===== config.mk =====
export PLATFORM = sky130hd
export DESIGN_NAME = gpg3_set_cmd_sched_flat
export DESIGN_NICKNAME = d
export VERILOG_FILES = /design/src/rtl/gpg3_set_cmd_sched_if.sv /design/src/rtl/gpg3_set_cmd_sched.sv /design/src/flat_wrapper.sv
export SDC_FILE = /design/constraint.sdc
export NUM_CORES = 1
export LEC_CHECK = 0
export ABC_AREA = 1
export ABC_CLOCK_PERIOD_IN_PS = 4300
export CAP_MARGIN = 10
export CORE_MARGIN = 3
export CORE_UTILIZATION = 48
export CTS_CLUSTER_SIZE = 16
export DETAILED_ROUTE_END_ITERATION = 12
export GPL_TIMING_DRIVEN = 1
export PLACE_DENSITY = 0.72
export SLEW_MARGIN = 20
export SYNTH_ARGS = -nofsm -noshare
export SYNTH_HDL_FRONTEND = slang
export SYNTH_SLANG_ARGS = --single-unit

===== constraint.sdc =====
create_clock -name clk -period 4.3 [get_ports clk]
set_clock_uncertainty 0.1 [all_clocks]
set_input_delay 1.29 -clock clk [delete_from_list [all_inputs] [get_ports clk]]
set_output_delay 1.29 -clock clk [all_outputs]
set_load 0.02 [all_outputs]

===== src/rtl/gpg3_set_cmd_sched_if.sv =====
// Byte-stream handshake between the SET command scheduler and the SPI byte engine.
interface gpg3_set_cmd_sched_if;
  logic [7:0] tx_byte_o;
  logic       tx_vld_o;
  logic       tx_rdy_i;
  logic       tx_last_o;

  modport master (
    output tx_byte_o,
    output tx_vld_o,
    output tx_last_o,
    input  tx_rdy_i
  );

  modport slave (
    input  tx_byte_o,
    input  tx_vld_o,
    input  tx_last_o,
    output tx_rdy_i
  );
endinterface


===== src/rtl/gpg3_set_cmd_sched.sv =====
// GoPiGo3 SET command scheduler: per-channel change detection, round-robin
// arbitration, periodic refresh and serialisation of each command into an
// SPI frame (address, message type, payload MSB-first).
module gpg3_set_cmd_sched #(
  parameter int         G_CLK_FREQ_MHZ = 12,
  parameter int         G_NCH          = 4,
  parameter int         G_DW           = 32,
  parameter int         G_REFRESH_MS   = 100,
  parameter logic [7:0] G_SPI_ADDR     = 8'h08
) (
  input  logic                    clk,
  input  logic                    rst_n,
  input  logic [G_NCH-1:0]        ch_en_i,
  input  logic [G_NCH*G_DW-1:0]   ch_val_i,
  input  logic [G_NCH*8-1:0]      ch_type_i,
  input  logic [G_NCH*3-1:0]      ch_nbytes_i,
  gpg3_set_cmd_sched_if.master    tx,
  output logic [G_NCH-1:0]        pend_o,
  output logic [G_NCH-1:0]        sent_o,
  output logic                    busy_o
);

  localparam int          RW         = (G_NCH > 1) ? $clog2(G_NCH) : 1;
  localparam int          NB_MAX     = G_DW / 8;
  localparam int          REF_PERIOD = G_CLK_FREQ_MHZ * 1000 * G_REFRESH_MS;
  localparam logic [31:0] REF_LAST   = (REF_PERIOD > 0) ? 32'(REF_PERIOD - 1) : 32'd0;

  localparam logic [2:0] S_IDLE = 3'd0;
  localparam logic [2:0] S_LOAD = 3'd1;
  localparam logic [2:0] S_ADDR = 3'd2;
  localparam logic [2:0] S_TYPE = 3'd3;
  localparam logic [2:0] S_DATA = 3'd4;
  localparam logic [2:0] S_DONE = 3'd5;

  // Payload byte count: 0 means one byte, anything beyond the channel width is clamped.
  function automatic logic [2:0] clamp_nbytes(input logic [2:0] nb);
    if (nb == 3'd0)
      return 3'd1;
    if (int'(nb) > NB_MAX)
      return 3'(NB_MAX);
    return nb;
  endfunction

  logic [2:0]            state_q, state_d;
  logic [RW-1:0]         rr_q, rr_d;
  logic [RW-1:0]         sel_q, sel_d;
  logic [G_NCH-1:0]      pend_q, pend_d;
  logic [G_NCH*G_DW-1:0] snap_q, snap_d;
  logic                  init_q, init_d;
  logic [31:0]           ref_cnt_q, ref_cnt_d;
  logic [G_DW-1:0]       val_sh_q, val_sh_d;
  logic [7:0]            type_sh_q, type_sh_d;
  logic [2:0]            bcnt_q, bcnt_d;

  logic                  ref_tick;
  logic                  any_pend;
  logic [RW-1:0]         rr_sel;
  logic                  load_en;
  logic [7:0]            data_byte;

  // Refresh counter: one-cycle tick at the end of every refresh period.
  always_comb begin
    ref_tick  = 1'b0;
    ref_cnt_d = 32'd0;
    if (REF_PERIOD > 0) begin
      if (ref_cnt_q == REF_LAST) begin
        ref_tick  = 1'b1;
        ref_cnt_d = 32'd0;
      end else begin
        ref_cnt_d = ref_cnt_q + 32'd1;
      end
    end
  end

  // Round-robin pick: lowest pending index at or above rr, wrapping around.
  always_comb begin
    int idx;
    idx      = 0;
    any_pend = 1'b0;
    rr_sel   = '0;
    for (int i = 0; i < G_NCH; i++) begin
      idx = int'(rr_q) + i;
      if (idx >= G_NCH)
        idx = idx - G_NCH;
      if (!any_pend && pend_q[idx]) begin
        any_pend = 1'b1;
        rr_sel   = RW'(idx);
      end
    end
  end

  // Frame sequencer: LOAD latches the winner, then ADDR/TYPE/DATA advance on rdy.
  always_comb begin
    state_d   = state_q;
    rr_d      = rr_q;
    sel_d     = sel_q;
    val_sh_d  = val_sh_q;
    type_sh_d = type_sh_q;
    bcnt_d    = bcnt_q;
    load_en   = 1'b0;
    case (state_q)
      S_IDLE: begin
        if (|pend_q)
          state_d = S_LOAD;
      end
      S_LOAD: begin
        // A channel disabled between IDLE and LOAD can leave nothing to send.
        if (any_pend) begin
          load_en   = 1'b1;
          sel_d     = rr_sel;
          val_sh_d  = ch_val_i[int'(rr_sel)*G_DW +: G_DW];
          type_sh_d = ch_type_i[int'(rr_sel)*8 +: 8];
          bcnt_d    = clamp_nbytes(ch_nbytes_i[int'(rr_sel)*3 +: 3]) - 3'd1;
          rr_d      = (int'(rr_sel) == G_NCH - 1) ? '0 : rr_sel + 1'b1;
          state_d   = S_ADDR;
        end else begin
          state_d = S_IDLE;
        end
      end
      S_ADDR: begin
        if (tx.tx_rdy_i)
          state_d = S_TYPE;
      end
      S_TYPE: begin
        if (tx.tx_rdy_i)
          state_d = S_DATA;
      end
      S_DATA: begin
        if (tx.tx_rdy_i) begin
          if (bcnt_q == 3'd0)
            state_d = S_DONE;
          else
            bcnt_d = bcnt_q - 3'd1;
        end
      end
      S_DONE: begin
        state_d = S_IDLE;
      end
      default: begin
        state_d = S_IDLE;
      end
    endcase
  end

  // Snapshot of the last value handed to the frame engine, per channel.
  always_comb begin
    snap_d = snap_q;
    if (load_en)
      snap_d[int'(rr_sel)*G_DW +: G_DW] = ch_val_i[int'(rr_sel)*G_DW +: G_DW];
  end

  // Pending flags. The compare uses the post-LOAD snapshot so the channel being
  // loaded only re-pends if its input already differs from what was latched.
  always_comb begin
    init_d = 1'b0;
    pend_d = pend_q;
    for (int c = 0; c < G_NCH; c++) begin
      if (ch_en_i[c] &&
          ((ch_val_i[c*G_DW +: G_DW] != snap_d[c*G_DW +: G_DW]) || init_q || ref_tick))
        pend_d[c] = 1'b1;
      else if (!ch_en_i[c])
        pend_d[c] = 1'b0;
      else if (load_en && (int'(rr_sel) == c))
        pend_d[c] = 1'b0;
    end
  end

  // Payload byte selected by the down-counting byte index.
  always_comb begin
    data_byte = 8'h00;
    for (int k = 0; k < NB_MAX; k++) begin
      if (bcnt_q == 3'(k))
        data_byte = val_sh_q[k*8 +: 8];
    end
  end

  // Outputs decoded from state; held registers keep them stable while stalled.
  always_comb begin
    tx.tx_byte_o = 8'h00;
    tx.tx_vld_o  = 1'b0;
    tx.tx_last_o = 1'b0;
    sent_o       = '0;
    busy_o       = 1'b0;
    case (state_q)
      S_LOAD: begin
        busy_o = 1'b1;
      end
      S_ADDR: begin
        tx.tx_byte_o = G_SPI_ADDR;
        tx.tx_vld_o  = 1'b1;
        busy_o       = 1'b1;
      end
      S_TYPE: begin
        tx.tx_byte_o = type_sh_q;
        tx.tx_vld_o  = 1'b1;
        busy_o       = 1'b1;
      end
      S_DATA: begin
        tx.tx_byte_o = data_byte;
        tx.tx_vld_o  = 1'b1;
        tx.tx_last_o = (bcnt_q == 3'd0);
        busy_o       = 1'b1;
      end
      S_DONE: begin
        sent_o[sel_q] = 1'b1;
      end
      default: begin
        busy_o = 1'b0;
      end
    endcase
  end

  assign pend_o = pend_q;

  // Control state with synchronous active-low reset; init flag armed by reset.
  always_ff @(posedge clk) begin
    if (!rst_n) begin
      state_q   <= S_IDLE;
      rr_q      <= '0;
      sel_q     <= '0;
      pend_q    <= '0;
      snap_q    <= '0;
      init_q    <= 1'b1;
      ref_cnt_q <= 32'd0;
      bcnt_q    <= 3'd0;
    end else begin
      state_q   <= state_d;
      rr_q      <= rr_d;
      sel_q     <= sel_d;
      pend_q    <= pend_d;
      snap_q    <= snap_d;
      init_q    <= init_d;
      ref_cnt_q <= ref_cnt_d;
      bcnt_q    <= bcnt_d;
    end
  end

  // Shadow copy of the frame being sent; only meaningful after LOAD.
  always_ff @(posedge clk) begin
    val_sh_q  <= val_sh_d;
    type_sh_q <= type_sh_d;
  end

endmodule

===== src/flat_wrapper.sv =====
// flat-port wrapper written by rule: the top's interface ports become plain ports
module gpg3_set_cmd_sched_flat 
#(
  parameter int         G_CLK_FREQ_MHZ = 12,
  parameter int         G_NCH          = 4,
  parameter int         G_DW           = 32,
  parameter int         G_REFRESH_MS   = 100,
  parameter logic [7:0] G_SPI_ADDR     = 8'h08
)
  (clk, rst_n, ch_en_i, ch_val_i, ch_type_i, ch_nbytes_i, pend_o, sent_o, busy_o, tx_tx_byte_o, tx_tx_vld_o, tx_tx_last_o, tx_tx_rdy_i);
  gpg3_set_cmd_sched_if tx_i ();
  input  logic clk;
  input  logic rst_n;
  input  logic [G_NCH-1:0] ch_en_i;
  input  logic [G_NCH*G_DW-1:0] ch_val_i;
  input  logic [G_NCH*8-1:0] ch_type_i;
  input  logic [G_NCH*3-1:0] ch_nbytes_i;
  output logic [G_NCH-1:0] pend_o;
  output logic [G_NCH-1:0] sent_o;
  output logic busy_o;
  output wire logic [$bits(tx_i.tx_byte_o)-1:0] tx_tx_byte_o;
  output wire logic [$bits(tx_i.tx_vld_o)-1:0] tx_tx_vld_o;
  output wire logic [$bits(tx_i.tx_last_o)-1:0] tx_tx_last_o;
  input wire logic [$bits(tx_i.tx_rdy_i)-1:0] tx_tx_rdy_i;
  assign tx_tx_byte_o = tx_i.tx_byte_o;
  assign tx_tx_vld_o = tx_i.tx_vld_o;
  assign tx_tx_last_o = tx_i.tx_last_o;
  assign tx_i.tx_rdy_i = tx_tx_rdy_i;
  gpg3_set_cmd_sched #(.G_CLK_FREQ_MHZ(G_CLK_FREQ_MHZ), .G_NCH(G_NCH), .G_DW(G_DW), .G_REFRESH_MS(G_REFRESH_MS), .G_SPI_ADDR(G_SPI_ADDR)) u_core (.clk(clk), .rst_n(rst_n), .ch_en_i(ch_en_i), .ch_val_i(ch_val_i), .ch_type_i(ch_type_i), .ch_nbytes_i(ch_nbytes_i), .tx(tx_i), .pend_o(pend_o), .sent_o(sent_o), .busy_o(busy_o));
endmodule

==> flow_metrics.py <==
metrics = {
    "outcome": {
        "outcome": "complete, no violations",
    },
    "clock_tree": {
        "cts-root-buf": "clkbuf_16",
        "clock_latency_ns": 0.54,
        "cts_htree_levels": 1,
        "cts.sink_count": 215,
        "cts_tree": "yes",
        "cts_made_buffers": 26,
        "clk_pin_slew_ns": 0.06,
        "ctsLongestPathBuffers": 3,
    },
    "grt": {
        "grt_overflow": 0,
        "grt_pass1_vias": 14004,
        "antenna_found_initial": 0,
        "grt_use_total_pct": 31.09,
        "grt_pass1_wl_um": 75270,
        "grt_start_max_net_pins": 56,
    },
    "yosys": {
        "yosys.area_share.simple_pct": 40.51,
        "ys_seq_elements": 215,
        "ys.flop_type": "dfxtp_1",
        "async_flop_share_pct": 0,
        "netlist_instances": 2127,
        "synth-compound-area-share_pct": 10.74,
        "syn_avg_cell_area_um2": 6.286,
        "synth_edf_count": 40,
        "ys_seq_area_share_pct": 35.19,
        "synth_nets": 2319,
        "synthMuxAreaShare_pct": 0,
        "synth_fa_ha_area_share_pct": 1.217,
        "netlist_area_um2": 13370,
        "synth_top_family_by_area": "simple AND/OR/NAND/NOR gates",
        "synth.distinct_cells": 45,
        "synth_warnings": 0,
        "synth_xor_xnor_area_share_pct": 1.114,
    },
    "worst_hold_path": {
        "whs_path_depth": 1,
        "hold_path.class": "register to register",
    },
    "routing": {
        "via_count": 15002,
        "drt_wl_total_um": 48870,
        "routed_via_density": 5.558,
        "drc": 0,
        "dr.pass1.iters": 5,
        "drt_iter0_drc": 1604,
        "antenna_left": 0,
        "wire_per_inst_um": 18.11,
    },
    "power_and_ir_drop": {
        "pwr-share-clk_pct": 22.6,
        "swShare_pct": 45.67,
        "p_seq_share_pct": 28.6,
        "pwr-share-comb_pct": 48.9,
        "power.density_nw_per_um2": 569.9,
        "ir_drop_mv": 0.3409,
        "p_sw_mw": 4.329,
        "p_int_mw": 5.148,
        "leakagePower_nw": 7.503,
    },
    "cells_and_area": {
        "mostFrequentLayoutCells": "nand2_1 (693), nand3_1 (255), inv_1 (248)",
        "n_antenna_cell": 0,
        "post-route-util_pct": 61.19,
        "design_area_um2": 16630,
        "syn2layout_area_growth_pct": 24.38,
        "multi_input_area_um2": 7189,
        "fillers": 2596,
        "ff_latch_area_um2": 4705,
        "nets": 2499,
        "drive_gt1_share_pct": 6.962,
        "final_common_cell": "nand2_1",
    },
    "placed_design": {
        "hpwl_um": 36760,
        "place_congestion": 1.008,
        "placed_area_um2": 15720,
        "io_buffers": 197,
    },
    "die": {
        "die_x_um": 172.9,
        "die-area_um2": 29890,
        "core_um2": 27180,
        "core.rowCount": 60,
        "start_util_pct": 49.20,
        "die_y_um": 172.9,
        "pin_count": 198,
    },
    "sta": {
        "fin_crit_sh_pct": 96.41,
        "worst_pin_slew_ns": 0.6900,
        "finalCriticalPeriod_ns": 4.146,
        "setup_viol": 0,
        "tns_ns": 0,
        "clock.fmax_mhz": 241.2,
        "slew_viol_final": 0,
        "relSlewSlack_pct": 54.00,
        "hold_viol": 0,
    },
    "critical_path": {
        "crit_type": "register to output port",
        "reg2reg_depth": 21,
        "critPathCaptureType": "output port",
        "worst-path-max-fanout": 5,
        "worstPathRequired_ns": 2.91,
        "cp.arrival_ns": 2.76,
        "worstSetupStartpointType": "register",
    },
    "job": {
        "maxCapViolCount": 0,
    },
}
==> worst max-delay path, stage by stage (launching register included) <==
cell	delay (ns)
dfxtp_1	0.33
inv_1	0.15
ha_1	0.20
nand2_1	0.12
nor2_4	0.21
a22oi_1	0.09
o211ai_1	0.16
o21ai_0	0.15
o21ai_0	0.18
clkdlybuf4s50_1	0.64
==> layout make-up <==
| cell class | count | share of cell area (%) |
|---|---|---|
| multi-input combinational | 1547 | 43.23 |
| sequential | 215 | 28.29 |
| timing repair buffer | 243 | 14.48 |
| inverter | 274 | 6.237 |
| clock buffer | 31 | 4.274 |
| tap | 372 | 2.799 |
| clock inverter | 17 | 0.6847 |
==> power groups by stage <==
stage	sequential, mW	clock, mW	combinational, mW
after floorplan	2.66	0	2.79
after detailed placement	2.73	0	4.43
after global routing	2.72	2.24	4.95
final	2.71	2.14	4.63
after global placement	2.72	0	4.41
after CTS	2.69	2.15	4.47
==> through the flow <==
step | setup WS (ns) | std cells | hold slack [ns] | power [mW]
4_1_cts | 0.005177 | 2691 | 0.3690 | 9.312
2_1_floorplan | 0.5174 | 2127 | 0.3175 | 5.450
3_3_place_gp | 0.3184 | 2643 | 0.3352 | 7.131
3_5_place_dp | 0.2188 | 2643 | 0.3559 | 7.169
6_report | 0.1544 | 2699 | 0.3675 | 9.477
5_1_grt | -0.002486 | 2699 | 0.3905 | 9.912
==> layer usage <==
metal	vias to the layer above	share of wire (%)	global-route usage (%)
li1	7257	-	-
met1	6743	40	40.60
met2	832	44	49.73
met3	170	9.9	5.051
met4	0	6.0	16.11
met5	-	0	0
==> path summary, 6_finish.rpt <==
path,slack [ns],endpoint,startpoint
min,0.37,u_core.ref_cnt_q[0],u_core.ref_cnt_q[0]
max,0.15,tx_tx_byte_o[7],u_core.bcnt_q[0]
max reg2reg,0.36,u_core.pend_o[0],u_core.rr_q[0]
min reg2reg,0.37,u_core.ref_cnt_q[0],u_core.ref_cnt_q[0]
==> sequential cells by signal (all words and copies together) (netlist names) <==
register and count:
u_core.bcnt_q 3, u_core.init_q 1, u_core.state_q 3, u_core.val_sh_q 32
u_core.snap_q 128, u_core.ref_cnt_q 32, u_core.sel_q 2, u_core.type_sh_q 8
u_core.rr_q 2, u_core.pend_o 4
==> cells in the mapped netlist (2+ instances only) <==
master / instances / area share (%)
nand2_1: 693 / 19
nand3_1: 255 / 9.5
inv_1: 249 / 7.0
dfxtp_1: 175 / 26
nor2_1: 154 / 4.3
a21oi_1: 135 / 5.1
nand4_1: 68 / 3.2
o21ai_0: 48 / 1.8
clkbuf_1: 42 / 1.2
edfxtp_1: 40 / 9.0
o21ai_1: 40 / 1.5
nor3_1: 31 / 1.2
buf_2: 30 / 1.1
inv_2: 25 / 0.70
nand2_2: 23 / 1.1
xor2_1: 14 / 0.92
ha_1: 13 / 1.2
o211ai_1: 11 / 0.62
buf_6: 9 / 0.76
a32oi_1: 8 / 0.52
a22oi_1: 7 / 0.39
buf_4: 7 / 0.39
nor4_1: 6 / 0.28
or2_2: 6 / 0.28
nor3b_1: 5 / 0.28
o21ai_2: 5 / 0.33
buf_1: 3 / 0.084
nor2_2: 3 / 0.14
xnor2_1: 3 / 0.20
a221oi_1: 2 / 0.13
nand3_2: 2 / 0.15
nor2_4: 2 / 0.17
==> kinds of logic after synthesis <==
kind of cell | Yosys count
AOI/OAI and AO/OA | 263
xor gates and xnor gates | 17
adders and majority gates | 13
buffers and inverters | 365
DFF | 215
and+or+nand+nor | 1254
==> timing repair <==
action / CTS / global route
pin swaps: 0 / 2
setup buffers: 0 / 8
setup endpoints to repair: 8 / 6
gates resized for setup: 7 / 6
hold buffers: 0 / 0
(Power assumes the default switching activity.)
==> patch, RTL diff (same flow settings) <==
`G_NCH` is set to 4 in 2 places; all go to 2.
--- a/src/rtl/gpg3_set_cmd_sched.sv
+++ b/src/rtl/gpg3_set_cmd_sched.sv
@@ -3,7 +3,7 @@
 // SPI frame (address, message type, payload MSB-first).
 module gpg3_set_cmd_sched #(
   parameter int         G_CLK_FREQ_MHZ = 12,
-  parameter int         G_NCH          = 4,
+  parameter int         G_NCH          = 2,
   parameter int         G_DW           = 32,
   parameter int         G_REFRESH_MS   = 100,
   parameter logic [7:0] G_SPI_ADDR     = 8'h08
--- a/src/flat_wrapper.sv
+++ b/src/flat_wrapper.sv
@@ -2,7 +2,7 @@
 module gpg3_set_cmd_sched_flat 
 #(
   parameter int         G_CLK_FREQ_MHZ = 12,
-  parameter int         G_NCH          = 4,
+  parameter int         G_NCH          = 2,
   parameter int         G_DW           = 32,
   parameter int         G_REFRESH_MS   = 100,
   parameter logic [7:0] G_SPI_ADDR     = 8'h08
Interface: changed (6 resized); port bits go from 198 to 106. No check against the original RTL was run, so the function may have changed too.
==> patch against the original RTL <==
- synthesized cell count down 44%
- clock power is 21% lower
- design area fell by 39%
- total power shrank 52%
- synthesized area is 38% lower
- sequential cell count fell by 68
- worst setup slack better by 0.024 ns
- final cell count down 44%
- sequential share of layout area increased by 4.8 points
- routed wire length decreased by 52%
==> patch: results (changes against the original RTL) <==
* Status: complete, no violations (unchanged)
* Share of cells above drive strength 1 at 0.04493 (was 0.06962)
* DPL Wire Length at 16910 microns (was 36760 microns)
* First-pass GRT wire length at 36980 microns (was 75270 microns)
* Via count at 8051 (was 15002)
* Leakage at 4.200 nW (was 7.503 nW)
* Clk_lat worst skew at 0.44 ns (was 0.54 ns)
* Biggest regs: u_core.snap_q x64, u_core.ref_cnt_q x32, u_core.val_sh_q x32 (was u_core.snap_q x128, u_core.ref_cnt_q x32, u_core.val_sh_q x32)
* Post-DR wirelength/cell at 15.63 microns (was 18.11 microns)
* Fill cell count at 1551 (was 2596)
* CP startpoint: u_core.bcnt_q[1]$_SDFFE_PN0P_ (was u_core.bcnt_q[0]$_SDFFE_PN0P_)
* CP Max Fanout at 8 (was 5)
* Post-Place Cells at 1479 (was 2643)
* RR Endpoint: u_core.snap_q[1]$_SDFF_PN0_ (was u_core.pend_o[0]$_SDFFE_PN0P_)
* Relative slew slack at 0.2612 (was 0.5400)
* CTS-repair resized insts at 1 (was 7)
* TritonCTS Buffers at 17 (was 26)
* Sequential cell area fraction in the yosys report at 0.4064 (was 0.3519)
* NumNets Final at 1376 (was 2499)
* Vias in the first global route at 7236 (was 14004)
* Worst reg2reg path depth at 7 (was 21)
* Synth cell count leaders: nand2_1 (322), nor2_1 (163), inv_1 (142), dfxtp_1 (107), nand3_1 (82) (was nand2_1 (693), nand3_1 (255), inv_1 (249), dfxtp_1 (175), nor2_1 (154))
* Placer Congestion at 0.8615 (was 1.008)
* Number of distinct library cells after synthesis at 39 (was 45)
* First-pass detailed-route iteration total at 6 (was 5)
* Detailed router's first-iteration violation count at 735 (was 1604)
* Top post-synthesis cells by area: dfxtp_1 (26%), nand2_1 (15%), edfxtp_1 (15%) (was dfxtp_1 (26%), nand2_1 (19%), nand3_1 (9.5%))
* Mapped Cells at 1190 (was 2127)
* Clock buffer depth at 2 (was 3)
* GRT Resource Usage Total at 0.2557 (was 0.3109)
* Worst IR drop on VDD at 0.3062 mV (was 0.3409 mV)
* Vias per cell at 5.328 (was 5.558)
* Largest net degree at the start of global routing at 68 (was 56)
* Worst r2r src: u_core.state_q[1]$_SDFFE_PN0P_ (was u_core.rr_q[0]$_SDFFE_PN0P_)
* Hold_ws at 0.3546 ns (was 0.3675 ns)
* IO buf count at 105 (was 197)
* FF-to-FF setup slack at 1.50 ns (was 0.36 ns)
* Hold EP: u_core.ref_cnt_q[0]$_SDFF_PP0_ (unchanged)
[patch: cells by family (layout without fill, tap and decap cells)]
logic type	Yosys count	after routing	share of synthesized area
buf+inv	190	291	0.09445
fa+ha+maj	7	7	0.01065
simple gates	687	687	0.3710
xor+xnor	10	10	0.01065
mux	1	1	0.001217
flops	147	147	0.4064
compound gates	148	148	0.1057
[patch: where the power goes]
| group | internal (mW) | total (mW) | leakage (nW) | switching, mW |
|---|---|---|---|---|
| logic | 0.442 | 1.16 | 2.64 | 0.718 |
| clock network | 1.10 | 1.69 | 0.332 | 0.593 |
| registers | 1.59 | 1.67 | 1.23 | 0.0794 |
| total | 3.13 | 4.52 | 4.20 | 1.39 |
[patch: routing by layer]
| layer | up-vias | routed length, microns | track usage |
|---|---|---|---|
| li1 | 4023 | - | - |
| met1 | 3707 | 10210 | 0.3439 |
| met2 | 291 | 11250 | 0.4170 |
| met3 | 30 | 1718 | 0.05772 |
| met4 | 0 | 436 | 0.06818 |
| met5 | - | 0 | 0 |
[patch: layout make-up]
type,instances,area share
clock inverter,8,0.01373
sequential,147,0.3304
multi-input combinational,853,0.4079
timing repair buffer,113,0.1138
inverter,146,0.05417
clock buffer,24,0.05281
tap,220,0.02721
[patch: per-stage QoR]
| step | worst slack (ns) | power, mW | cell area (sq um) | setup TNS, ns |
|---|---|---|---|---|
| finish | 0.1786 | 4.518 | 10120 | 0 |
| global route | -0.005354 | 4.744 | 10120 | -0.005354 |
| CTS | 0.08130 | 4.516 | 10090 | 0 |
| detailed placement | 0.4439 | 2.832 | 9419 | 0 |
| global placement | 0.5247 | 2.810 | 9419 | 0 |
| floorplan | 1.036 | 2.447 | 8227 | 0 |
